### config.mk
export PLATFORM = sky130hd
export DESIGN_NAME = ring_decoder
export DESIGN_NICKNAME = d
export VERILOG_FILES = /design/src/rtl/ring_decoder.sv
export SDC_FILE = /design/constraint.sdc
export NUM_CORES = 1
export LEC_CHECK = 0
export BUFFER_PORTS_ARGS = -buffer_cell sky130_fd_sc_hd__buf_4
export CAP_MARGIN = 20
export CORE_MARGIN = 1
export CORE_UTILIZATION = 30
export CTS_CLUSTER_DIAMETER = 30
export DETAILED_ROUTE_END_ITERATION = 12
export GPL_ROUTABILITY_DRIVEN = 0
export PLACE_DENSITY_LB_ADDON = 0.1
export SYNTH_ARGS = -nofsm -noshare
export SYNTH_HDL_FRONTEND = slang
export SYNTH_SLANG_ARGS = --single-unit
### constraint.sdc
create_clock -name clk -period 2.95 [get_ports clk]
set_input_delay 0.295 -clock clk [delete_from_list [all_inputs] [get_ports clk]]
set_output_delay 0.295 -clock clk [all_outputs]
set_load 0.03 [all_outputs]
### src/rtl/ring_decoder.sv
// ring_decoder: receive-side checker/decoder for a one-hot ring code.
// Tracks a ring that advances one position per valid sample. It acquires lock
// after LOCK_CNT consecutive correct successors and decodes the code to a
// binary index. It also flags wrap-around and sequence errors.
//
// Ports:
//   clk       rising-edge clock
//   rst       synchronous active-high reset
//   ring_in   N-bit one-hot ring code sample
//   ring_vld  sample strobe (samples with ring_vld=0 are ignored)
//   index     binary position of the last accepted locked sample
//   index_vld one-cycle pulse, index updated
//   locked    level, decoder is tracking
//   wrap      one-cycle pulse, index advanced N-1 -> 0
//   err       one-cycle pulse, sequence error while locked
//   err_cnt   saturating error count (constant 0 unless the macro is defined)
//
// Optional feature: define RING_DEC_ERRCNT_EN to build the err_cnt counter.
module ring_decoder #(
  parameter  int N        = 4,
  parameter  int LOCK_CNT = 2,
  parameter  int ECW      = 8,
  localparam int W        = (N > 1) ? $clog2(N) : 1
) (
  input  logic           clk,
  input  logic           rst,
  input  logic [N-1:0]   ring_in,
  input  logic           ring_vld,
  output logic [W-1:0]   index,
  output logic           index_vld,
  output logic           locked,
  output logic           wrap,
  output logic           err,
  output logic [ECW-1:0] err_cnt
);

  localparam int RW = $clog2(LOCK_CNT + 1);

  typedef enum logic [1:0] {S_SEARCH, S_ACQ, S_LOCKED} state_t;

  state_t        state, state_n;
  logic [W-1:0]  prev_idx, prev_n, index_n, idx_c, succ;
  logic [RW-1:0] run, run_n;
  logic [RW:0]   run_inc;
  logic          onehot, is_succ, at_end;
  logic          ivld_n, wrap_n, err_n;

  // Decode: position of the set bit (only meaningful when onehot).
  always_comb begin
    idx_c = '0;
    for (int i = 0; i < N; i++)
      if (ring_in[i]) idx_c = W'(i);
  end

  assign onehot  = $onehot(ring_in);
  assign at_end  = (prev_idx == W'(N - 1));
  assign succ    = at_end ? '0 : prev_idx + 1'b1;
  assign is_succ = onehot && (idx_c == succ);
  assign run_inc = {1'b0, run} + 1'b1;
  assign locked  = (state == S_LOCKED);

  always_comb begin
    state_n = state;
    prev_n  = prev_idx;
    run_n   = run;
    index_n = index;
    ivld_n  = 1'b0;
    wrap_n  = 1'b0;
    err_n   = 1'b0;
    if (ring_vld) begin
      case (state)
        S_SEARCH: begin
          if (onehot) begin
            prev_n  = idx_c;
            run_n   = '0;
            state_n = S_ACQ;
          end
        end
        S_ACQ: begin
          if (is_succ) begin
            prev_n = idx_c;
            run_n  = RW'(run_inc);
            if (run_inc == (RW + 1)'(LOCK_CNT)) begin
              state_n = S_LOCKED;
              index_n = idx_c;
              ivld_n  = 1'b1;
              wrap_n  = at_end;
            end
          end else if (onehot) begin
            // Wrong step but a valid code: reseed from this sample.
            prev_n = idx_c;
            run_n  = '0;
          end else begin
            state_n = S_SEARCH;
          end
        end
        S_LOCKED: begin
          if (is_succ) begin
            index_n = idx_c;
            prev_n  = idx_c;
            ivld_n  = 1'b1;
            wrap_n  = at_end;
          end else begin
            // The offending sample is discarded; the next one seeds SEARCH.
            err_n   = 1'b1;
            state_n = S_SEARCH;
          end
        end
        default: state_n = S_SEARCH;
      endcase
    end
  end

  always_ff @(posedge clk) begin
    if (rst) begin
      state     <= S_SEARCH;
      prev_idx  <= '0;
      run       <= '0;
      index     <= '0;
      index_vld <= 1'b0;
      wrap      <= 1'b0;
      err       <= 1'b0;
    end else begin
      state     <= state_n;
      prev_idx  <= prev_n;
      run       <= run_n;
      index     <= index_n;
      index_vld <= ivld_n;
      wrap      <= wrap_n;
      err       <= err_n;
    end
  end

`ifdef RING_DEC_ERRCNT_EN
  logic [ECW-1:0] ec_q;
  always_ff @(posedge clk) begin
    if (rst)                    ec_q <= '0;
    else if (err_n && ec_q != '1) ec_q <= ec_q + 1'b1;
  end
  assign err_cnt = ec_q;
`else
  assign err_cnt = '0;
`endif

endmodule

# == Word-level counts from Yosys, hierarchy flattened ==
# Cells that the tools add are included.
# word_totals
out_inout_bits,14
inputBits,7
ff_bits,11
# op_classes
muxes,29
n_bitwise,2
reduce_logical,11
addsub,5
n_eq_ne,13
# op_table
op,n
$mux W2,15
$pmux W2 S3,2
$reduce_and A5 Y1,2
$mux W1,8
$ne A2 B2 Y1 const B,4
$pmux W2 S2,2
$ne A3 B3 Y1 const B,2
$add A1 B1 Y2,2
$eq A2 B2 Y1 const B,2
$pmux W1 S2,2
$reduce_bool A2 Y1,2
$add A2 B1 Y3 const B,1
$add A2 B2 Y3,1
$eq A3 B1 Y1 const B,1
$eq A3 B2 Y1 const B,1
$reduce_and A3 Y1,1
$reduce_bool A3 Y1,1
$reduce_or A3 Y1,1
$add A2 B1 Y2 const B,1
$eq A2 B1 Y1 const B,1
$eq A2 B2 Y1,1
$logic_not A2 Y1,1
$ne A2 B1 Y1 const B,1
$not A1 Y1,2
other kinds (3),3

# == Depth between registers and ports, before layout ==
# depth
depth_word,7
ltp_mapped,10
depth_no_buf,10

# == Least setup slack after synthesis ==
# No wires, ideal clock.
# synth_timing
kind,input to register
from,input port ring_in[0]
to,register state[1]
path_stages,10
setup_time_ns,0.086
arrival_ns,2.443
t_required_ns,2.864
path_slack_ns,0.420
cell_sequence,inv_1 fa_1 inv_1 ha_1 ha_1 nor3b_2 and2_1 o2111ai_2 and3_1 a221oi_2
# synth_via
elab_chain_cells,6
word_cells_on_any_way,11
classes_between,2 x add/sub; 5 x eq/ne; 2 x mux; 2 x reduce/logical
# synth_lines
item,line,source
from (decl),27,"input logic [N-1:0] ring_in,"
$add A1 B1 Y2 (implied by the code) (*),55,assign onehot = $onehot(ring_in);
$add A2 B2 Y3 (implied by the code) (*),55,
$eq A3 B1 Y1 (*),55,
$logic_and A1 B1 Y1,58,assign is_succ = onehot && (idx_c == succ);
"$ne A3 B3 Y1 (no line), or another cell as far along",--,
$reduce_and A5 Y1 (no line) or $pmux W2 S3 (tied branches),--,
to (signal assigned),124,state <= state_n;
to (decl),41,"state_t state, state_n;"
# Every way passes the cells marked *; elsewhere a longest branch is shown, timed or not.
# A chain may end at the register's enable or synchronous reset.

# == Worst setup path after layout ==
# layout_timing
from,input port ring_in[3]
to,register state[1]
# layout_via
elab_chain_cells,6
word_cells_on_any_way,13
classes_between,2 x add/sub; 6 x eq/ne; 3 x mux; 2 x reduce/logical
# layout_lines
item,line
$add A1 B1 Y2 (implied by the code),55
$add A2 B2 Y3 (implied by the code),55
$eq A3 B1 Y1,55
$logic_and A1 B1 Y1,58
"$ne A3 B3 Y1 (no line), or another cell as far along",--
$reduce_and A5 Y1 (no line) or $pmux W2 S3 (tied branches),--
# Parallel ways exist; a longest one is shown, timed or not.

==> metrics.yaml <==
status: "complete, no violations"
holdBufCountCts: 0
fmax_mhz: 443
yosysTopAreaCell: "dfxtp_1"
yosys-top-cells-area: "dfxtp_1, ha_1, buf_4, inv_1, nor2_1"
crit_required_ns: 3.13
port_buffers: 12
post_cts_buffers: 0
fin_crit_sh: 0.765
cts-buffers-inserted: 3
fp.dieArea_mm2: 0.00313
cts.path.max_buffers: 2
async_flop_share: 0
slowest_delay_ns: 0.48
worstHoldPathType: "primary input to flop"
final_cell_mix: "inv_1, buf_4, dfxtp_1, nor2_1"
grt_start_max_net_pins: 10
hp-start: "rst"
cp-end-kind: "flop"
tns_ns: 0
netlist.area_leader.share: 0.253
drv_cap: 0
crit_path_max_fanout: 7
first_iter_violations: 16
clock-root-buffer: "clkbuf_4"
yosysSeqAreaShare: 0.253
dieHeight_um: 55.9
p_leak_nw: 0.431
hpwl_um: 1470
final_nets: 138
criticalPathCategory: "primary input to flop"
grt_overflow: 0
synthCells: 105
antennaDiodeCount: 0
clk_latency_ns: 0.27
setup_viol: 0
r2r-start: "prev_idx[0]"
wire_per_inst_um: 12.1
path_cells: "buf_4 -> inv_1 -> fa_1 -> inv_1 -> ha_1 -> ha_1 -> nor3b_2 -> and2_1 -> o2111ai_2 -> and3_1 -> a221oi_2"
worst_setup_path_start_kind: "primary input"
synth_ff_type: "dfxtp_1"
syn_to_final_growth_pct: 14.8
cts.sinks: 11
grt_pass1_vias: 749
crit_buf_inv: 3
die_x_um: 55.9
rsz0062_at_grt: "false"
yosysWarningCount: 0
synth_cell_types: 37
placed_cells: 148
drv_slew: 0
post_dp_cell_area_um2: 975
drtPass1Iterations: 4
path_clk_slew_ns: 0.07
period_needed_ns: 2.26
cts_tree: "built"
drt-total-wl_um: 1850
avgViaCountPerCell: 4.95
fin_area_mm2: 0.00100
coreArea_mm2: 0.00276
io_pins: 21
synth_edf_count: 0
drc: 0
start_util: 0.316
antenna_found_initial: 0
grt_usage: 0.140
path_delay_family: "adder cells"
crit_path_start: "ring_in[3]"
grt_pass1_wl_um: 3450
antenna_left: 0
cts.repair.resized: 0
drive_gt1_frac: 0.198
ir_drop_mv: 0.293
synth-seq-cells: 11
arrival_ns: 2.44
cpMaxStageDelayCell: "fa_1"
htreeDepth: 1
syn_avg_cell_area_um2: 8.31
finClkSkew_ns: 0.00462
mappedNetlistArea_um2: 872
layout_commonest_cell: "inv_1"
final_cell_count_no_fill: 152
num_vias: 752
finalHoldViolCount: 0
rows: 19
p_per_area_mw_per_mm2: 385
[flip-flops by register name (all words and copies together), names as in the netlist]
signal and count:
err 1, prev_idx 2, wrap 1, index 2
state 2, run 2, index_vld 1
[final cells by class]
type | instances | area [µm²]
inverter | 15 | 56.3
fill | 294 | 1760
multi-input combinational | 78 | 562
tap | 31 | 38.8
clock buffer | 4 | 26.3
timing repair buffer | 13 | 97.6
sequential | 11 | 220
[Yosys cell counts (all sizes together), types with 3 or more instances]
cell type,instances
inv,15
dfxtp,11
nor2,10
buf,8
ha,8
nand2,7
o21ai,6
nand3,3
[worst paths after layout]
| kind | to | slack [ns] | depth (start not counted) |
|---|---|---|---|
| max | state[1] | 0.69 | 11 |
| min | run[0] | 0.26 | 2 |
| min reg2reg | index[0] | 0.46 | 2 |
| max reg2reg | state[0] | 0.78 | 6 |
[per-stage QoR]
step | total power [mW] | setup WS (ns) | util | hold slack (ns)
floorplan | 0.259 | 0.420 | - | 0.361
global placement | 0.286 | 0.433 | 0.353 | 0.447
detailed placement | 0.286 | 0.393 | 0.353 | 0.454
CTS | 0.389 | 0.668 | 0.363 | 0.259
global route | 0.413 | 0.518 | 0.363 | 0.252
finish | 0.385 | 0.694 | 0.363 | 0.256
[kinds of logic (layout without fill, tap and decap cells)]
| group | after synthesis | after routing | share of synthesized area |
|---|---|---|---|
| DFF | 11 | 11 | 0.253 |
| adders and majority gates | 9 | 9 | 0.138 |
| muxes | 2 | 2 | 0.0230 |
| other | 1 | 8 | 0.00430 |
| and+or+nand+nor | 34 | 34 | 0.207 |
| AOI/OAI and AO/OA | 25 | 25 | 0.242 |
| buffers and inverters | 23 | 32 | 0.133 |
[layer usage]
metal	vias up	routed length [µm]	global-route usage
met2	13	912	0.231
met5	-	0	0
met3	2	79	0.0535
met4	0	16	0.0314
met1	346	838	0.175
li1	391	-	-
[report_power, final]
part / leakage, nW / internal (mW) / switching (mW)
Combinational: 0.327 / 0.0469 / 0.0767
Clock: 0.0150 / 0.0524 / 0.0503
Sequential: 0.0889 / 0.154 / 0.00473
Total: 0.431 / 0.254 / 0.132
Note: power is estimated with default switching activity, not from simulation.
